[config.mk]
export PLATFORM = sky130hd
export DESIGN_NAME = ram64_arbiter_flat
export DESIGN_NICKNAME = d
export VERILOG_FILES = /design/src/rtl/ram64_arbiter_pkg.sv /design/src/rtl/ram64_arbiter_if.sv /design/src/rtl/ram64_arbiter_rr_arbiter2.sv /design/src/rtl/ram64_arbiter.sv /design/src/flat_wrapper.sv
export SDC_FILE = /design/constraint.sdc
export NUM_CORES = 1
export LEC_CHECK = 0
export BUFFER_PORTS_ARGS = -buffer_cell sky130_fd_sc_hd__buf_2
export CAP_MARGIN = 20
export CORE_MARGIN = 3
export CORE_UTILIZATION = 40
export CTS_CLUSTER_SIZE = 20
export DETAILED_ROUTE_END_ITERATION = 10
export GPL_TIMING_DRIVEN = 0
export PLACE_DENSITY = 0.76
export SLEW_MARGIN = 20
export SYNTH_ARGS = -nofsm -noshare
export SYNTH_HDL_FRONTEND = slang
export SYNTH_SLANG_ARGS = --single-unit
[constraint.sdc]
create_clock -name clk -period 1.9 [get_ports clk]
set_input_delay 0.475 -clock clk [delete_from_list [all_inputs] [get_ports clk]]
set_output_delay 0.475 -clock clk [all_outputs]
set_load 0.02 [all_outputs]
[src/rtl/ram64_arbiter_pkg.sv]
// Shared types and sizes for the RAM64 two-requester arbiter.
// Controller state encoding and default geometry of the attached RAM64.
package ram64_arbiter_pkg;

    localparam int DATA_W      = 16;
    localparam int ADDR_W      = 6;
    localparam int RAM64_DEPTH = 2 ** ADDR_W;

    typedef enum logic {
        ST_SERVE = 1'b0,
        ST_CLEAR = 1'b1
    } state_t;

endpackage

[src/rtl/ram64_arbiter_if.sv]
// One requester's request/response bundle.
// The requester drives through the master modport; the arbiter sees the slave side.
interface ram64_arbiter_if
    import ram64_arbiter_pkg::*;
#(
    parameter int WIDTH  = DATA_W,
    parameter int AWIDTH = ADDR_W
) ();

    logic              valid;
    logic              ready;
    logic              we;
    logic [AWIDTH-1:0] addr;
    logic [WIDTH-1:0]  wdata;
    logic              rsp_valid;
    logic [WIDTH-1:0]  rsp_rdata;

    modport master (
        output valid, we, addr, wdata,
        input  ready, rsp_valid, rsp_rdata
    );

    modport slave (
        input  valid, we, addr, wdata,
        output ready, rsp_valid, rsp_rdata
    );

endinterface

[src/rtl/ram64_arbiter_rr_arbiter2.sv]
// Two-way round-robin arbiter: combinational one-hot grant plus a last-grant pointer.
// The pointer moves only on an actual grant, so idle or blocked cycles keep fairness history.
module rr_arbiter2 (
    input  logic       clk,
    input  logic       rst,
    input  logic       i_enable,
    input  logic [1:0] i_req,
    output logic [1:0] o_grant
);

    // 1 means requester 1 received the most recent grant; reset favours requester 0.
    logic       r_last;
    logic [1:0] w_grant;

    always_comb begin
        w_grant = 2'b00;
        if (i_enable) begin
            if (&i_req) begin
                w_grant = r_last ? 2'b01 : 2'b10;
            end else begin
                w_grant = i_req;
            end
        end
    end

    always_ff @(posedge clk or posedge rst) begin
        if (rst) begin
            r_last <= 1'b1;
        end else if (|w_grant) begin
            r_last <= w_grant[1];
        end
    end

    assign o_grant = w_grant;

endmodule

[src/rtl/ram64_arbiter.sv]
// Shares one RAM64 between two requesters with round-robin arbitration and a
// bulk-clear sequencer; responses arrive one cycle after each grant.
module ram64_arbiter
    import ram64_arbiter_pkg::*;
#(
    parameter int               WIDTH     = DATA_W,
    parameter int               AWIDTH    = ADDR_W,
    parameter logic [WIDTH-1:0] CLEAR_VAL = '0
) (
    input  logic              clk,
    input  logic              rst,
    ram64_arbiter_if.slave    req0,
    ram64_arbiter_if.slave    req1,
    input  logic              i_clear_start,
    output logic              o_busy,
    output logic              o_ram_load,
    output logic [AWIDTH-1:0] o_ram_address,
    output logic [WIDTH-1:0]  o_ram_in,
    input  logic [WIDTH-1:0]  i_ram_out
);

    localparam logic [AWIDTH-1:0] LAST_ADDR = {AWIDTH{1'b1}};

    state_t            r_state;
    state_t            w_state_next;
    logic [AWIDTH-1:0] r_count;
    logic [AWIDTH-1:0] w_count_next;

    logic              w_arb_enable;
    logic [1:0]        w_valid;
    logic [1:0]        w_we;
    logic [1:0]        w_grant;
    logic [AWIDTH-1:0] w_addr  [2];
    logic [WIDTH-1:0]  w_wdata [2];

    assign w_valid    = {req1.valid, req0.valid};
    assign w_we       = {req1.we, req0.we};
    assign w_addr[0]  = req0.addr;
    assign w_addr[1]  = req1.addr;
    assign w_wdata[0] = req0.wdata;
    assign w_wdata[1] = req1.wdata;

    // A clear request pre-empts any grant in the same cycle and leaves the pointer alone.
    assign w_arb_enable = (r_state == ST_SERVE) && !i_clear_start;

    rr_arbiter2 u_rr (
        .clk      (clk),
        .rst      (rst),
        .i_enable (w_arb_enable),
        .i_req    (w_valid),
        .o_grant  (w_grant)
    );

    always_ff @(posedge clk or posedge rst) begin
        if (rst) begin
            r_state <= ST_SERVE;
            r_count <= '0;
        end else begin
            r_state <= w_state_next;
            r_count <= w_count_next;
        end
    end

    always_comb begin
        w_state_next = r_state;
        w_count_next = r_count;
        case (r_state)
            ST_SERVE: begin
                if (i_clear_start) begin
                    w_state_next = ST_CLEAR;
                end
            end
            ST_CLEAR: begin
                if (r_count == LAST_ADDR) begin
                    w_state_next = ST_SERVE;
                    w_count_next = '0;
                end else begin
                    w_count_next = r_count + AWIDTH'(1);
                end
            end
            default: begin
                w_state_next = ST_SERVE;
            end
        endcase
    end

    always_comb begin
        o_ram_load    = 1'b0;
        o_ram_address = '0;
        o_ram_in      = '0;
        if (r_state == ST_CLEAR) begin
            o_ram_load    = 1'b1;
            o_ram_address = r_count;
            o_ram_in      = CLEAR_VAL;
        end else if (w_grant[0]) begin
            o_ram_load    = w_we[0];
            o_ram_address = w_addr[0];
            o_ram_in      = w_wdata[0];
        end else if (w_grant[1]) begin
            o_ram_load    = w_we[1];
            o_ram_address = w_addr[1];
            o_ram_in      = w_wdata[1];
        end
    end

    // Read data is the RAM word seen at the grant edge; writes echo their own data.
    for (genvar gi = 0; gi < 2; gi++) begin : g_rsp
        logic             r_valid;
        logic [WIDTH-1:0] r_rdata;

        always_ff @(posedge clk or posedge rst) begin
            if (rst) begin
                r_valid <= 1'b0;
                r_rdata <= '0;
            end else begin
                r_valid <= w_grant[gi];
                if (w_grant[gi]) begin
                    r_rdata <= w_we[gi] ? w_wdata[gi] : i_ram_out;
                end
            end
        end
    end

    assign req0.ready     = w_grant[0];
    assign req1.ready     = w_grant[1];
    assign req0.rsp_valid = g_rsp[0].r_valid;
    assign req1.rsp_valid = g_rsp[1].r_valid;
    assign req0.rsp_rdata = g_rsp[0].r_rdata;
    assign req1.rsp_rdata = g_rsp[1].r_rdata;
    assign o_busy         = (r_state == ST_CLEAR);

endmodule
[src/flat_wrapper.sv]
// flat-port wrapper written by rule: the top's interface ports become plain ports
module ram64_arbiter_flat import ram64_arbiter_pkg::*;
#(
    parameter int               WIDTH     = DATA_W,
    parameter int               AWIDTH    = ADDR_W,
    parameter logic [WIDTH-1:0] CLEAR_VAL = '0
)
  (clk, rst, i_clear_start, o_busy, o_ram_load, o_ram_address, o_ram_in, i_ram_out, req0_valid, req0_we, req0_addr, req0_wdata, req0_ready, req0_rsp_valid, req0_rsp_rdata, req1_valid, req1_we, req1_addr, req1_wdata, req1_ready, req1_rsp_valid, req1_rsp_rdata);
  ram64_arbiter_if #(.WIDTH(WIDTH), .AWIDTH(AWIDTH)) req0_i ();
  ram64_arbiter_if #(.WIDTH(WIDTH), .AWIDTH(AWIDTH)) req1_i ();
  input  logic clk;
  input  logic rst;
  input  logic i_clear_start;
  output logic o_busy;
  output logic o_ram_load;
  output logic [AWIDTH-1:0] o_ram_address;
  output logic [WIDTH-1:0] o_ram_in;
  input  logic [WIDTH-1:0] i_ram_out;
  input wire logic [$bits(req0_i.valid)-1:0] req0_valid;
  input wire logic [$bits(req0_i.we)-1:0] req0_we;
  input wire logic [$bits(req0_i.addr)-1:0] req0_addr;
  input wire logic [$bits(req0_i.wdata)-1:0] req0_wdata;
  output wire logic [$bits(req0_i.ready)-1:0] req0_ready;
  output wire logic [$bits(req0_i.rsp_valid)-1:0] req0_rsp_valid;
  output wire logic [$bits(req0_i.rsp_rdata)-1:0] req0_rsp_rdata;
  input wire logic [$bits(req1_i.valid)-1:0] req1_valid;
  input wire logic [$bits(req1_i.we)-1:0] req1_we;
  input wire logic [$bits(req1_i.addr)-1:0] req1_addr;
  input wire logic [$bits(req1_i.wdata)-1:0] req1_wdata;
  output wire logic [$bits(req1_i.ready)-1:0] req1_ready;
  output wire logic [$bits(req1_i.rsp_valid)-1:0] req1_rsp_valid;
  output wire logic [$bits(req1_i.rsp_rdata)-1:0] req1_rsp_rdata;
  assign req0_i.valid = req0_valid;
  assign req0_i.we = req0_we;
  assign req0_i.addr = req0_addr;
  assign req0_i.wdata = req0_wdata;
  assign req0_ready = req0_i.ready;
  assign req0_rsp_valid = req0_i.rsp_valid;
  assign req0_rsp_rdata = req0_i.rsp_rdata;
  assign req1_i.valid = req1_valid;
  assign req1_i.we = req1_we;
  assign req1_i.addr = req1_addr;
  assign req1_i.wdata = req1_wdata;
  assign req1_ready = req1_i.ready;
  assign req1_rsp_valid = req1_i.rsp_valid;
  assign req1_rsp_rdata = req1_i.rsp_rdata;
  ram64_arbiter #(.WIDTH(WIDTH), .AWIDTH(AWIDTH), .CLEAR_VAL(CLEAR_VAL)) u_core (.clk(clk), .rst(rst), .req0(req0_i), .req1(req1_i), .i_clear_start(i_clear_start), .o_busy(o_busy), .o_ram_load(o_ram_load), .o_ram_address(o_ram_address), .o_ram_in(o_ram_in), .i_ram_out(i_ram_out));
endmodule
Word level (Yosys, flattened, before mapping)
Cells that the tools add are included.
- latch bits: 0
- input port bits: 67
- memories kept: 0
- memory bits (writable): 0
- bits in registers: 42
- bits in read-only memories: 0
- multipliers: 0
- $lt $le $gt $ge: 0
- shift operators: 0
- muxes and demuxes: 18
- reduce and logical (&&, ||, !) cells: 4
- add/sub/neg operators: 1
- bitwise logic cells: 1
- divide/modulo/power cells: 0
- equal/unequal tests: 1
- operators by type and width (operator ; count):
    2-to-1 mux 16 bit ; 5
    2-to-1 mux 6 bit ; 4
    adder 6 x 1 -> 6 bit (second input constant) ; 1
    == test 6 bit (second input constant) ; 1
    2-to-1 mux 2 bit ; 3
    2-to-1 mux 1 bit ; 5
    case mux 1 bit (2 select lines) ; 1
    AND reduction 2 bit ; 1
    OR reduction 2 bit ; 1
    logical AND 1 bit ; 1
    zero test 1 bit ; 1
    inverter 1 bit ; 1

Logic depth before layout (Yosys ltp)
- depth in word-level cells: 6
- gate-level depth with buffers: 5
- depth with buffers taken out: 4

Hierarchy
From an unflattened synthesis, not the netlist that was laid out.
- cells, all modules: 238
- area total of the unflattened synthesis: 2222.1 um^2
- modules (own cells, without submodules) (module ; cells each ; times used ; area an instance (um^2) ; sequential area each (um^2)):
    ram64_arbiter ; 229 ; 1 ; 2155.8 ; 1026.0
    rr_arbiter2 ; 9 ; 1 ; 66.3 ; 26.3

Least setup slack after synthesis
OpenSTA, ideal clock, no wires.
- path type: register to output
- from: reg u_core.u_rr.r_last
- to: out o_ram_in[10]
- data arrival time: 1574 ps
- slack: -149 ps
- data required time: 1425 ps
- stages on the path, launching flop included: 5
- cells stage by stage: dfstp_2 inv_1 a2111oi_4 buf_2 a22o_1
- elaborated cells between the ends (all ways): 6
- RTL lines (what ; RTL line ; text):
    start, declared ; ram64_arbiter_rr_arbiter2.sv:12 ; logic r_last;
    start signal, assigned ; ram64_arbiter_rr_arbiter2.sv:30 ; r_last <= w_grant[1];
    2-to-1 mux 2 bit ; ram64_arbiter_rr_arbiter2.sv:19 ; w_grant = r_last ? 2'b01 : 2'b10;
    2-to-1 mux 2 bit ; ram64_arbiter_rr_arbiter2.sv:18 ; if (&i_req) begin
    2-to-1 mux 2 bit ; ram64_arbiter_rr_arbiter2.sv:17 ; if (i_enable) begin
    net req0_ready ; flat_wrapper.sv:23 ; output wire logic [$bits(req0_i.ready)-1:0] req0_ready;
    2-to-1 mux 16 bit ; ram64_arbiter.sv:95 ; end else if (w_grant[0]) begin
    2-to-1 mux 16 bit ; ram64_arbiter.sv:91 ; if (r_state == ST_CLEAR) begin
    end, declared ; flat_wrapper.sv:17 ; output logic [WIDTH-1:0] o_ram_in;
The timed path passes the listed nets, and every way through them passes these cells.

Worst setup path after layout
- from: reg u_core.u_rr.r_last
- to: out o_ram_in[6]
- cells in the longest elaborated chain, start to end: 6
- RTL lines (what ; RTL line ; text):
    2-to-1 mux 2 bit (*) ; ram64_arbiter_rr_arbiter2.sv:19 ;
    2-to-1 mux 2 bit (*) ; ram64_arbiter_rr_arbiter2.sv:18 ;
    2-to-1 mux 2 bit (*) ; ram64_arbiter_rr_arbiter2.sv:17 ;
    2-to-1 mux 16 bit ; ram64_arbiter.sv:99 ; end else if (w_grant[1]) begin
    2-to-1 mux 16 bit (*) ; ram64_arbiter.sv:95 ;
    2-to-1 mux 16 bit (*) ; ram64_arbiter.sv:91 ;
Mark *: on every way between the ends. The rest lies on a longest branch, timed or not.

==> run summary <==
outcome - finished with violations
failing checks - setup timing
yosys warns - 0
fin worst setup slack - -425.7 ps
Detailed Route Iter0 Violations - 33
setup violators final - 25
Seq/Total Area, Yosys - 0.4581
Setup Skew - 4.338 ps
Synth top cells by count - 61 x mux2_2, 41 x dfrtp_1, 16 x a22o_1
Yosys top cell area share - 0.4466
total chip power - 2.960 mW
clk root buf - clkbuf_8
max-cap violations - 0
most common cell in the synthesized netlist - mux2_2
synthesized flop and latch total - 42
Netlist cell types - 25
Crit path arrival time - 1850 ps
pin count of the biggest net entering global routing - 25
Ant. Diodes - 0
layout cells sized above 1 - 0.7196
worst ir drop on vdd - 0.0006540 V
Vias - 2,019
vias in the first global route - 2,137
Tot GR Track Use - 0.2038
cts hold-fix bufs - 0
CTS tree - done
Detailed Routing Iterations Pass 1 - 4
later-pin clock latency in the skew report - 290 ps
Area contributors post-synth - dfrtp_1 45%, mux2_2 30%, a22o_1 6.1%
asr flop ratio synth - 1.000
cells after synthesis - 176
max-slew violations - 0
actual slew at the worst max-slew pin - 561.5 ps
CTS H-tree depth - 2
post-layout net count - 388
Worst Setup SP - u_core.u_rr.r_last
reg-to-reg slack, setup - 90 ps
Net Count, Synth - 244
Worst slew margin - 0.6251
# IOs - 127
post-route ant nets - 0
starting density of the core - 0.4306
initial antenna violation count - 0
Period minus WS final - 2326 ps
leakage power - 1.809 nW
routability cong. - 0.7810
Die W - 81.78 µm
core box area - 0.005335 mm²
Critical Path Sink - o_ram_in[6]
Critical Path End Type - output port
Fmax - 0.4300 GHz
CTS Buf Count - 5
Final HPWL DP - 4829 µm
die extent in y - 81.78 µm
Final Cell Area - 0.003568 mm²
worst setup path category - register to output port
Clock Tree Buf Depth - 2
reg-to-reg startpoint - u_core.u_rr.r_last
synthesized area - 0.002297 mm²
Core Util, Final - 0.6689
Post-DP Area - 0.003080 mm²
Rows - 26
crit start category - register
Final Cycle Share - 1.224
Worst Path Max Fanout - 5
post-DR vias/cell - 5.164
Cell Pwr Density - 829.5 mW/mm²
Hold Fails Final Rpt - 0
total grt overflow - 0
total number of clock tree sinks - 42
RSZ-0062 raised after global routing - yes
Post-synth top flop - dfrtp_1
first-pass GRT wire length - 10,110 µm
IO Port Bufs - 124
Syn Area/Cell - 13.05 µm²
Area Overhead vs Synth - 55.34%
Wirelength per Cell - 17.41 µm
die area - 0.006688 mm²
EDFF count, synth - 0
Synth area leader - dfrtp_1
worst r2r path cells - 6
Hold/Removal Path Class - input port to asynchronous set/reset pin
WL final - 6807 µm
Worst-path clk slew - 80 ps
WP data required - 1420 ps
reg2reg end - u_core.req0.rsp_rdata[4]
DRC viols - 0
==> through the flow <==
step	hold WS, ps	cells	setup TNS, ps	worst slack [ps]
3_3_place_gp	464.5	370	-13170	-335.2
6_report	228.7	391	-9370	-425.7
2_1_floorplan	479.5	176	-683.2	-54.53
3_5_place_dp	469.4	371	-7858	-370.8
4_1_cts	244.1	386	-9833	-433.4
5_1_grt	253.6	391	-11470	-507.0
==> timing repair <==
| action | in CTS | in global routing |
|---|---|---|
| pin swaps | 6 | 7 |
| resized for setup | 64 | 6 |
| gates cloned | 1 | 1 |
| setup endpoints to repair | 25 | 40 |
| buffers inserted | 7 | 5 |
==> registers in the layout (all words and copies together), names as in the netlist <==
signal,count
u_core.req0.rsp_rdata,16
u_core.req1.rsp_rdata,16
u_core.r_count,6
u_core.o_busy,1
u_core.req0.rsp_valid,1
u_core.req1.rsp_valid,1
u_core.u_rr.r_last,1
==> cell type report <==
| cell class | count | area, µm² |
|---|---|---|
| Clock inverter | 2 | 37.54 |
| Fill cell | 401 | 1767 |
| Timing Repair Buffer | 139 | 979.7 |
| Clock buffer | 6 | 72.57 |
| Inverter | 3 | 11.26 |
| Sequential cell | 42 | 1054 |
| Tap cell | 70 | 87.58 |
| Buffer | 12 | 141.4 |
| Multi-Input combinational cell | 117 | 1185 |
==> how the worst min path moves through the flow <==
| stage | from | end | depth (start not counted) |
|---|---|---|---|
| global route | rst | u_core.req0.rsp_rdata[0] | 2 |
| floorplan | u_core.r_count[2] | u_core.r_count[2] | 1 |
| finish | rst | u_core.req0.rsp_rdata[0] | 2 |
| CTS | rst | u_core.req0.rsp_rdata[2] | 2 |
| global placement | u_core.req1.rsp_rdata[2] | u_core.req1.rsp_rdata[2] | 1 |
| detailed placement | u_core.req1.rsp_rdata[8] | u_core.req1.rsp_rdata[8] | 1 |
==> cell usage in the layout, fill, tap and decap left out, types with 2 or more instances in the layout <==
master    instances
buf_6            26
buf_2           104
buf_8             4
buf_16            2
buf_12            5
nand2_1           3
nor2_1            4
xnor2_1           3
inv_2             2
and2_1            6
buf_4             9
a221o_1           6
a22o_1           12
dfrtp_1          40
mux2_1            4
nand4_1           2
mux2_2           61
a22o_4            4
clkbuf_8          5
==> critical path, stage by stage, from the launching register on <==
cell and delay, ps:
dfstp_2 550, inv_2 50, a2111oi_4 290, buf_6 190
clkbuf_16 150, a22o_1 180, buf_6 130
==> power breakdown <==
part	switching, mW	total, mW	internal [mW]
clock	0.315	0.708	0.392
combinational	0.524	1.09	0.571
sequential	0.114	1.16	1.04
total	0.953	2.96	2.01
==> routing by layer <==
metal | routed length (µm) | track usage | up-vias
met1 | 2704 | 0.2248 | 976
met2 | 3513 | 0.3691 | 87
met5 | 0 | 0 | -
met3 | 536 | 0.06798 | 6
li1 | - | - | 950
met4 | 52 | 0.05980 | 0
==> logic make-up after synthesis <==
logic type | count (synthesis) | synth area share
multiplexers | 65 | 0.3186
buffers and inverters | 17 | 0.04575
XOR/XNOR | 4 | 0.01525
AO/OA/AOI/OAI | 27 | 0.1106
adder cells (fa/ha/maj) | 1 | 0.005446
flip-flops | 42 | 0.4581
AND/OR/NAND/NOR | 20 | 0.04630
Note: power is estimated with default switching activity, not from simulation.
